==> src/rtl/mem_access.sv <==
// mem_access: MEM pipeline stage between ex_mem and mem_wb.
// Runs loads and stores over a req/ack data bus and stalls the pipeline while
// an access is outstanding. Load data is lane-aligned and sign- or zero-extended.
// Non-memory ops pass the ALU result straight through in the same cycle.
//
// Ports
//   clk, rst                 clock, synchronous active-high reset
//   ex_wd/ex_wreg/ex_wdata   destination and ALU result from ex_mem
//   ex_memop                 0 none, 1 LB, 2 LH, 3 LW, 4 LBU, 5 LHU, 6 SB, 7 SH, 8 SW, 9-15 none
//   ex_mem_addr              byte address of the access
//   ex_store_data            store source (rs2)
//   bus_req/we/addr/be/wdata memory request, held until ack or abort
//   bus_ack/bus_rdata        completion, with read data valid in the same cycle
//   stall_req                holds ex_mem and the earlier stages
//   mem_wd/mem_wreg/mem_wdata  result to mem_wb
//   misalign                 1-cycle pulse: misaligned access dropped
//   bus_err                  1-cycle pulse: ack timeout expired
//
// state | meaning
// IDLE  | no access outstanding; pass-through, or launch a request
// WAIT  | request on the bus, waiting for ack or timeout
// RESP  | deliver the load data or store result to mem_wb for one cycle
module mem_access #(
    parameter int ACK_TIMEOUT = 0
) (
    input  logic        clk,
    input  logic        rst,
    input  logic [4:0]  ex_wd,
    input  logic        ex_wreg,
    input  logic [31:0] ex_wdata,
    input  logic [3:0]  ex_memop,
    input  logic [31:0] ex_mem_addr,
    input  logic [31:0] ex_store_data,
    output logic        bus_req,
    output logic        bus_we,
    output logic [31:0] bus_addr,
    output logic [3:0]  bus_be,
    output logic [31:0] bus_wdata,
    input  logic        bus_ack,
    input  logic [31:0] bus_rdata,
    output logic        stall_req,
    output logic [4:0]  mem_wd,
    output logic        mem_wreg,
    output logic [31:0] mem_wdata,
    output logic        misalign,
    output logic        bus_err
);

    typedef enum logic [1:0] {
        IDLE = 2'd0,
        WAIT = 2'd1,
        RESP = 2'd2
    } state_t;

    localparam int CW = (ACK_TIMEOUT > 1) ? $clog2(ACK_TIMEOUT + 1) : 1;
    localparam logic [CW-1:0] TO_LAST = CW'((ACK_TIMEOUT > 0) ? ACK_TIMEOUT - 1 : 0);

    state_t state, state_nxt;

    logic [CW-1:0] cnt;
    logic [31:0]   req_addr;
    logic [3:0]    req_be;
    logic [31:0]   req_wdata;
    logic          req_we;
    logic [3:0]    req_op;
    logic [31:0]   ld_data;
    logic          aborted;

    // Decode of the incoming op
    logic        op_load, op_store, op_byte, op_half, op_word, op_mem, op_misal;
    logic [3:0]  ex_be;
    logic [31:0] ex_bwdata;

    always_comb begin
        op_load  = (ex_memop >= 4'd1) && (ex_memop <= 4'd5);
        op_store = (ex_memop >= 4'd6) && (ex_memop <= 4'd8);
        op_byte  = (ex_memop == 4'd1) || (ex_memop == 4'd4) || (ex_memop == 4'd6);
        op_half  = (ex_memop == 4'd2) || (ex_memop == 4'd5) || (ex_memop == 4'd7);
        op_word  = (ex_memop == 4'd3) || (ex_memop == 4'd8);
        op_mem   = op_load || op_store;
        op_misal = (op_half && ex_mem_addr[0]) || (op_word && (ex_mem_addr[1:0] != 2'b00));

        ex_be     = 4'b1111;
        ex_bwdata = ex_store_data;
        if (op_byte) begin
            ex_be     = 4'b0001 << ex_mem_addr[1:0];
            ex_bwdata = {4{ex_store_data[7:0]}};
        end else if (op_half) begin
            ex_be     = 4'b0011 << ex_mem_addr[1:0];
            ex_bwdata = {2{ex_store_data[15:0]}};
        end
    end

    // Load extraction uses the captured request, since ex_* may be held but
    // the captured copy is what the bus was actually given.
    logic [31:0] rd_shift;
    logic [31:0] ld_ext;
    logic        req_is_load;

    always_comb begin
        rd_shift    = bus_rdata >> {req_addr[1:0], 3'b000};
        req_is_load = (req_op >= 4'd1) && (req_op <= 4'd5);
        case (req_op)
            4'd1:    ld_ext = {{24{rd_shift[7]}}, rd_shift[7:0]};
            4'd2:    ld_ext = {{16{rd_shift[15]}}, rd_shift[15:0]};
            4'd4:    ld_ext = {24'd0, rd_shift[7:0]};
            4'd5:    ld_ext = {16'd0, rd_shift[15:0]};
            default: ld_ext = bus_rdata;
        endcase
    end

    logic timeout_hit;
    assign timeout_hit = (ACK_TIMEOUT != 0) && (state == WAIT) && !bus_ack && (cnt == TO_LAST);

    always_ff @(posedge clk) begin
        if (rst) begin
            state     <= IDLE;
            cnt       <= '0;
            ld_data   <= '0;
            aborted   <= 1'b0;
            req_addr  <= '0;
            req_be    <= '0;
            req_wdata <= '0;
            req_we    <= 1'b0;
            req_op    <= '0;
        end else begin
            state <= state_nxt;
            case (state)
                IDLE: begin
                    if (op_mem && !op_misal) begin
                        req_addr  <= ex_mem_addr;
                        req_be    <= ex_be;
                        req_wdata <= ex_bwdata;
                        req_we    <= op_store;
                        req_op    <= ex_memop;
                        aborted   <= 1'b0;
                        cnt       <= '0;
                    end
                end
                WAIT: begin
                    if (bus_ack) begin
                        ld_data <= ld_ext;
                    end else if (timeout_hit) begin
                        aborted <= 1'b1;
                    end
                    if (cnt != {CW{1'b1}}) begin
                        cnt <= cnt + 1'b1;
                    end
                end
                default: ;
            endcase
        end
    end

    always_comb begin
        state_nxt = state;
        bus_req   = 1'b0;
        bus_we    = 1'b0;
        bus_addr  = '0;
        bus_be    = '0;
        bus_wdata = '0;
        stall_req = 1'b0;
        mem_wd    = ex_wd;
        mem_wreg  = 1'b0;
        mem_wdata = ex_wdata;
        misalign  = 1'b0;
        bus_err   = 1'b0;

        case (state)
            IDLE: begin
                if (!op_mem) begin
                    mem_wreg = ex_wreg;
                end else if (op_misal) begin
                    misalign = 1'b1;
                end else begin
                    bus_req   = 1'b1;
                    bus_we    = op_store;
                    bus_addr  = {ex_mem_addr[31:2], 2'b00};
                    bus_be    = ex_be;
                    bus_wdata = ex_bwdata;
                    stall_req = 1'b1;
                    state_nxt = WAIT;
                end
            end
            WAIT: begin
                bus_req   = 1'b1;
                bus_we    = req_we;
                bus_addr  = {req_addr[31:2], 2'b00};
                bus_be    = req_be;
                bus_wdata = req_wdata;
                stall_req = 1'b1;
                if (bus_ack) begin
                    state_nxt = RESP;
                end else if (timeout_hit) begin
                    bus_err   = 1'b1;
                    state_nxt = RESP;
                end
            end
            RESP: begin
                mem_wreg  = ex_wreg && !aborted;
                mem_wdata = req_is_load ? ld_data : ex_wdata;
                state_nxt = IDLE;
            end
            default: state_nxt = IDLE;
        endcase

        // Everything reads as zero while reset is held, including mem_wd (the NOP register).
        if (rst) begin
            bus_req   = 1'b0;
            bus_we    = 1'b0;
            bus_addr  = '0;
            bus_be    = '0;
            bus_wdata = '0;
            stall_req = 1'b0;
            mem_wd    = '0;
            mem_wreg  = 1'b0;
            mem_wdata = '0;
            misalign  = 1'b0;
            bus_err   = 1'b0;
        end
    end

endmodule

==> config.mk <==
export PLATFORM = sky130hd
export DESIGN_NAME = mem_access
export DESIGN_NICKNAME = d
export VERILOG_FILES = /design/src/rtl/mem_access.sv
export SDC_FILE = /design/constraint.sdc
export NUM_CORES = 1
export LEC_CHECK = 0
export CORE_UTILIZATION = 41
export DETAILED_ROUTE_END_ITERATION = 12
export GPL_TIMING_DRIVEN = 0
export PLACE_DENSITY = 0.88
export SLEW_MARGIN = 10
export SYNTH_ARGS = -nofsm -noshare
export SYNTH_HDL_FRONTEND = slang
export SYNTH_SLANG_ARGS = --single-unit
export TNS_END_PERCENT = 20
==> constraint.sdc <==
create_clock -name clk -period 2.4 [get_ports clk]
set_input_delay 0.48 -clock clk [delete_from_list [all_inputs] [get_ports clk]]
set_output_delay 0.48 -clock clk [all_outputs]
set_load 0.05 [all_outputs]
======== Word-level counts from Yosys, hierarchy flattened ========
Index checks and enable logic that the tools add are counted.
W data, S select, Z words.
word-level totals
  bits in registers ....................... 107
  output and inout bits ................... 111
  RAM bits ................................ 0
  input port bits ......................... 141
  bits in read-only memories .............. 0
  logic and storage cells ................. 92
  memories ................................ 0
  latch bits .............................. 0
operators by class
  reduce and logical (&&, ||, !) cells .... 19
  divide/modulo/power cells ............... 0
  multiplexer cells ....................... 40
  multiply operators ...................... 0
  equality and inequality tests ........... 17
  order comparisons ....................... 6
  shifts and indexed selects .............. 3
  bitwise operators ....................... 0
  add/sub/neg operators ................... 0
operators with widths
  kind                   number
  $mux W32               11
  $pmux W32 S2           2
  $pmux W32 S4           1
  $shr A32 B5 Y16        1
  $eq A4 B3 Y1 const B   6
  $mux W4                5
  $eq A4 B2 Y1 const B   3
  $mux W1                12
  $eq A4 B1 Y1 const B   2
  $ge A4 B1 Y1 const B   2
  $le A4 B3 Y1 const B   2
  $pmux W4 S2            1
  $logic_or A1 B1 Y1     7
  $logic_and A1 B1 Y1    6
  $mux W2                3
  $ne A2 B2 Y1 const B   3
  $pmux W1 S2            3
  $mux W5                1
  $eq A4 B4 Y1 const B   1
  $ge A4 B3 Y1 const B   1
  $le A4 B4 Y1 const B   1
  $pmux W2 S2            1
  $reduce_and A2 Y1      2
  $shl A1 B2 Y4 const A  1
  other kinds (7)        7

======== Depth between registers and ports, before layout ========
  depth in word-level cells ............... 9
  mapped depth ............................ 9
  mapped depth without buffers ............ 7

======== Worst setup path after synthesis ========
OpenSTA, ideal clock, no wires.
  path type ............................... input to output
  start ................................... in ex_memop[0]
  end ..................................... out mem_wreg
  data required time ...................... 1.920 ns
  buffers on the path ..................... 1
  arrival ................................. 2.707 ns
  slack ................................... -0.787 ns
  stages on the path ...................... 5
  cells stage by stage .................... buf_4 nor3_4 xnor2_1 nor2_1 nor4b_1
on the way
  word-level cells in the longest chain between the ends .. 6
  elaborated cells on any way between the ends .. 10
  classes of those cells .................. 4 x order compare; 3 x mux; 3 x reduce/logical
ends and longest elaborated chain
  element                                        line    source
  from (decl)                                    31      input logic [3:0] ex_memop,
  $ge A4 B1 Y1 (tied with other cells)           75      op_load = (ex_memop >= 4'd1) && (ex_memop <= 4'd5);
  $logic_and A1 B1 Y1, on equally long branches  75, 76
  $logic_or A1 B1 Y1 (*)                         80      op_mem = op_load || op_store;
  $mux W1 (*)                                    171     if (!op_mem) begin
  $pmux W1 S2 (*)                                169     case (state)
  $mux W1 (*)                                    208     if (rst) begin
  to (decl)                                      43      output logic mem_wreg,
Every way passes the cells marked *; elsewhere a longest branch is shown, timed or not.

======== Worst setup path after layout ========
  start ................................... in ex_memop[0]
  end ..................................... reg req_wdata[24]
on the way
  word-level cells in the longest chain between the ends .. 8
  elaborated cells on any way between the ends .. 28
  classes of those cells .................. 4 x order compare; 8 x eq/ne; 2 x mux; 14 x reduce/logical
ends and longest elaborated chain
  element                                       line  source
  $eq A4 B2 Y1 or $eq A4 B3 Y1 (tied branches)  78    op_half = (ex_memop == 4'd2) || (ex_memop == 4'd5) || (ex_memop == 4'd7);
  $logic_or A1 B1 Y1 (2 in series)              78
  $logic_and A1 B1 Y1                           81    op_misal = (op_half && ex_mem_addr[0]) || (op_word && (ex_mem_addr[1:0] != 2'b00));
  $logic_or A1 B1 Y1                            81
  $logic_not A1 Y1                              130   if (op_mem && !op_misal) begin
  $logic_and A1 B1 Y1                           130
  $reduce_and A2 Y1 (no source line)            -
  to (signal assigned)                          133   req_wdata <= ex_bwdata;
  to (decl)                                     63    logic [31:0] req_wdata;
Several ways; a longest one is shown, not always the timed one.
A chain may end at the register's enable or synchronous reset.

==> results.md <==
* Number of global-route vias before repair at 8,149
* Global Route met1 Usage at 38.8%
* Final Max Slew Viols at 0
* Unrepaired setup endpoints after global routing: yes
* Maximum vdd drop at 0.000421 V
* Wire per inst at 21.8 microns
* Total core area at 15,900 sq um
* Clk buf depth at 2
* Max Freq at 0.375 GHz
* CTS Root Cell: clkbuf_16
* Worst hold path type: reg -> reg
* Worst-Skew Late Latency at 370 ps
* #FFs+latches synth at 107
* Vias per inst at 6.20
* Max-Cap Viols at 0
* Core Rows at 46
* Synth cell types at 68
* Initial Util at 41.9%
* Crit-path max cell delay at 260 ps
* Htree depth at 3
* Power Dens Cells at 532 nW/um^2
* Peak fanout along the critical path at 11
* # DRC at 0
* Worst Hold End: req_addr[19]
* Async SR Flop Fraction at 0%
* Fraction of layout cells with a size suffix above 1 at 29.8%
* Number of filler cells placed in the layout at 1,179
* Starting DRT DRC Count at 1,099
* Seq/Total Area, Yosys at 32.2%
* R2r setup slk at -120 ps
* Post-route ant nets at 0
* Cell Area, Placed at 9400 sq um
* Crit. End Element: flip-flop
* Cell area after layout at 11,100 sq um
* Crit path cell chain: buf_8, buf_8, nor3_4, nand3_4, buf_4, o211ai_4, buf_6, o2111ai_1, buf_4, buf_4, buf_4, buf_4, buf_4, buf_4, buf_4, buf_4, buf_4, nand2_1
* Hold Path Origin: req_addr[19]
* First-pass GRT wire length at 42,300 microns
* GR Overflow Total at 0
* Slowest cell on crit path: nor3_4
* Total track usage at 32.6%
* Pre-CTS WS at -1770 ps
* Final hold vios at 0
* # hold bufs at CTS at 0
* Synth Flop Type: dfxtp_1
* DP HPWL at 18,900 microns
* Initial antenna violation count at 0
* Global route hottest layer: met2
* Util after Layout at 69.6%
* Post-synth EDFFs at 0
* Total power at 5.88 mW
* CTS tree: built
* Met3 Use GR at 6.32%
* Setup TNS at -14,650 ps
* IO buf count at 246
* Cell repeated most along the worst path: buf_4
* Leakage power at 4.51 nW
* Kind of critical path: in -> reg
* Non-Filler Instances at 1,439
* Drt total wl at 31,400 microns
* Worst Path Arrival at 2980 ps
* CTS sink cnt at 107
* Fin crit share at 111%
* Nets at 1,363
* Synth-to-Final Area Change at 66.2%
* Reg-to-Reg End: req_wdata[24]
* Fin Clk Skew at 15.0 ps
* Reg2reg start: state[1]
* Hold slack at 481 ps
* Syn Std Cell Area at 6650 sq um
* Worst setup SP type: input pin
* Die area at 16,700 sq um
* R2R cell count at 14
* Seq. cell area at 2150 sq um
* Largest net degree at the start of global routing at 20
* Final worst setup slack at -270 ps
* Mean Syn Cell Area at 7.48 sq um
* Worst slew pin tran at 896 ps
* Worst hold path depth at 2
* Post-layout min period at 2670 ps
* DR vias at 8,927
* Die width at 129 microns
* M2 GR Usage at 55.4%
* Cell family with most CP delay: buffers and inverters
* Max-slew headroom at the worst pin at 39.8%
* WP data required at 2710 ps
* DR pass1 iterations at 6
* Setup violations, final at 103
* Multi-input gate area at 4460 sq um
* Status: complete, but fails checks
* Cells after Synth at 889
* Ant diodes at 0
* Placed insts at 1,353
* CTS Buf Count at 9
* Vert. Die Dim at 129 microns
* Clock transition at path regs at 80 ps
* Crit path buf inv count at 13
* Top-Level Pins at 252
* YS warnings at 0
* Final GP Congestion at 0.945
* Failing checks: setup timing
-- synth_stat cells (2+ instances only) --
cell type / instances / area, sq um
nand2b_1: 8 / 50.1
a211oi_1: 23 / 173
o2111ai_1: 8 / 70.1
dfxtp_1: 107 / 2140
o2111a_1: 7 / 78.8
a21boi_0: 2 / 15.0
o21ai_0: 70 / 350
ha_1: 4 / 50.1
nand2_1: 123 / 462
buf_2: 23 / 115
a211oi_2: 10 / 125
a22o_1: 45 / 394
o22ai_1: 6 / 37.5
buf_4: 11 / 82.6
o211ai_1: 8 / 60.1
buf_6: 3 / 33.8
a21o_1: 2 / 15.0
mux2i_1: 24 / 240
nand3b_1: 11 / 82.6
o21ai_1: 8 / 40.0
and2_1: 2 / 12.5
o211ai_2: 2 / 25.0
nor4b_1: 3 / 26.3
nor3b_1: 3 / 22.5
nor3_2: 5 / 50.1
clkbuf_1: 61 / 229
a31oi_1: 7 / 43.8
inv_1: 11 / 41.3
nor3_1: 5 / 25.0
a21oi_1: 125 / 626
nor2_1: 50 / 188
nand3_1: 52 / 260
nor2b_1: 25 / 156
-- worst register-to-register path: cells and delay by family (launching register included) --
family | cells | cell delay, ps
buffers and inverters | 10 | 1340
AO/OA/AOI/OAI | 1 | 180
flip-flops | 1 | 390
AND/OR/NAND/NOR | 3 | 560
-- state kept, by name, indices dropped and copies added, names as in the netlist --
name	cells
ld_data	32
req_wdata	32
state	2
req_be	4
req_op	4
req_we	1
req_addr	32
-- power by group --
part	internal [mW]	total, mW	switching, mW
Clock	0.826	1.60	0.772
Sequential	1.92	2.01	0.0909
Combinational	0.905	2.27	1.37
-- logic make-up (layout without fill, tap and decap cells) --
kind of cell / Yosys count / count (layout) / synth area share [%]
other: 1 / 3 / 0.0564
AND/OR/NAND/NOR: 300 / 300 / 21.8
buffers and inverters: 110 / 442 / 7.60
adder cells (fa/ha/maj): 4 / 4 / 0.753
XOR/XNOR: 2 / 2 / 0.263
AO/OA/AOI/OAI: 339 / 339 / 33.2
flip-flops: 107 / 107 / 32.2
multiplexers: 26 / 26 / 4.16
-- placed cells by master, fill, tap and decap left out, drive strengths merged, types with 12 or more instances in the layout --
cell	Yosys	final
a211oi	33	33
clkdlybuf4s50	0	133
nor2	51	51
dfxtp	107	107
o21ai	78	78
nand2	123	123
a21oi	126	126
clkbuf	61	60
nand3	53	53
buf	38	225
mux2i	26	26
inv	11	12
a22o	45	45
nor2b	25	25
-- layout make-up --
type,count,area share (%)
buffer,92,5.40
clock buffer,9,2.04
clock inverter,7,0.747
inverter,11,0.532
multi-input combinational,674,40.3
sequential,107,19.5
tap,216,2.44
timing repair buffer,323,29.1
-- layer usage --
| metal | share of wire (%) | routed length (microns) | vias up |
|---|---|---|---|
| met5 | 0 | 0 | - |
| met4 | 6.1 | 1910 | 0 |
| met3 | 11 | 3490 | 194 |
| met2 | 47 | 14700 | 734 |
| met1 | 36 | 11300 | 4132 |
| li1 | - | - | 3867 |
-- how the worst max path moves through the flow --
| stage | to | startpoint | cells after the start | slack, ps |
|---|---|---|---|---|
| 2_1_floorplan | bus_wdata[10] | ex_mem_addr[0] | 8 | -380 |
| 3_3_place_gp | bus_wdata[24] | ex_mem_addr[0] | 11 | -1790 |
| 3_5_place_dp | bus_wdata[26] | ex_mem_addr[0] | 11 | -1770 |
| 4_1_cts | bus_addr[15] | ex_mem_addr[1] | 12 | -180 |
| 5_1_grt | req_wdata[24] | ex_memop[0] | 18 | -310 |
| 6_report | req_wdata[24] | ex_memop[0] | 18 | -270 |
-- timing repair --
action | CTS | global route
resized for setup | 796 | 150
gates cloned | 3 | 3
endpoints found under the hold margin | 0 | 0
setup buffers | 58 | 15
endpoints found under the setup margin | 178 | 106
pin swaps | 74 | 36
Power figures use the tool's default switching activity.
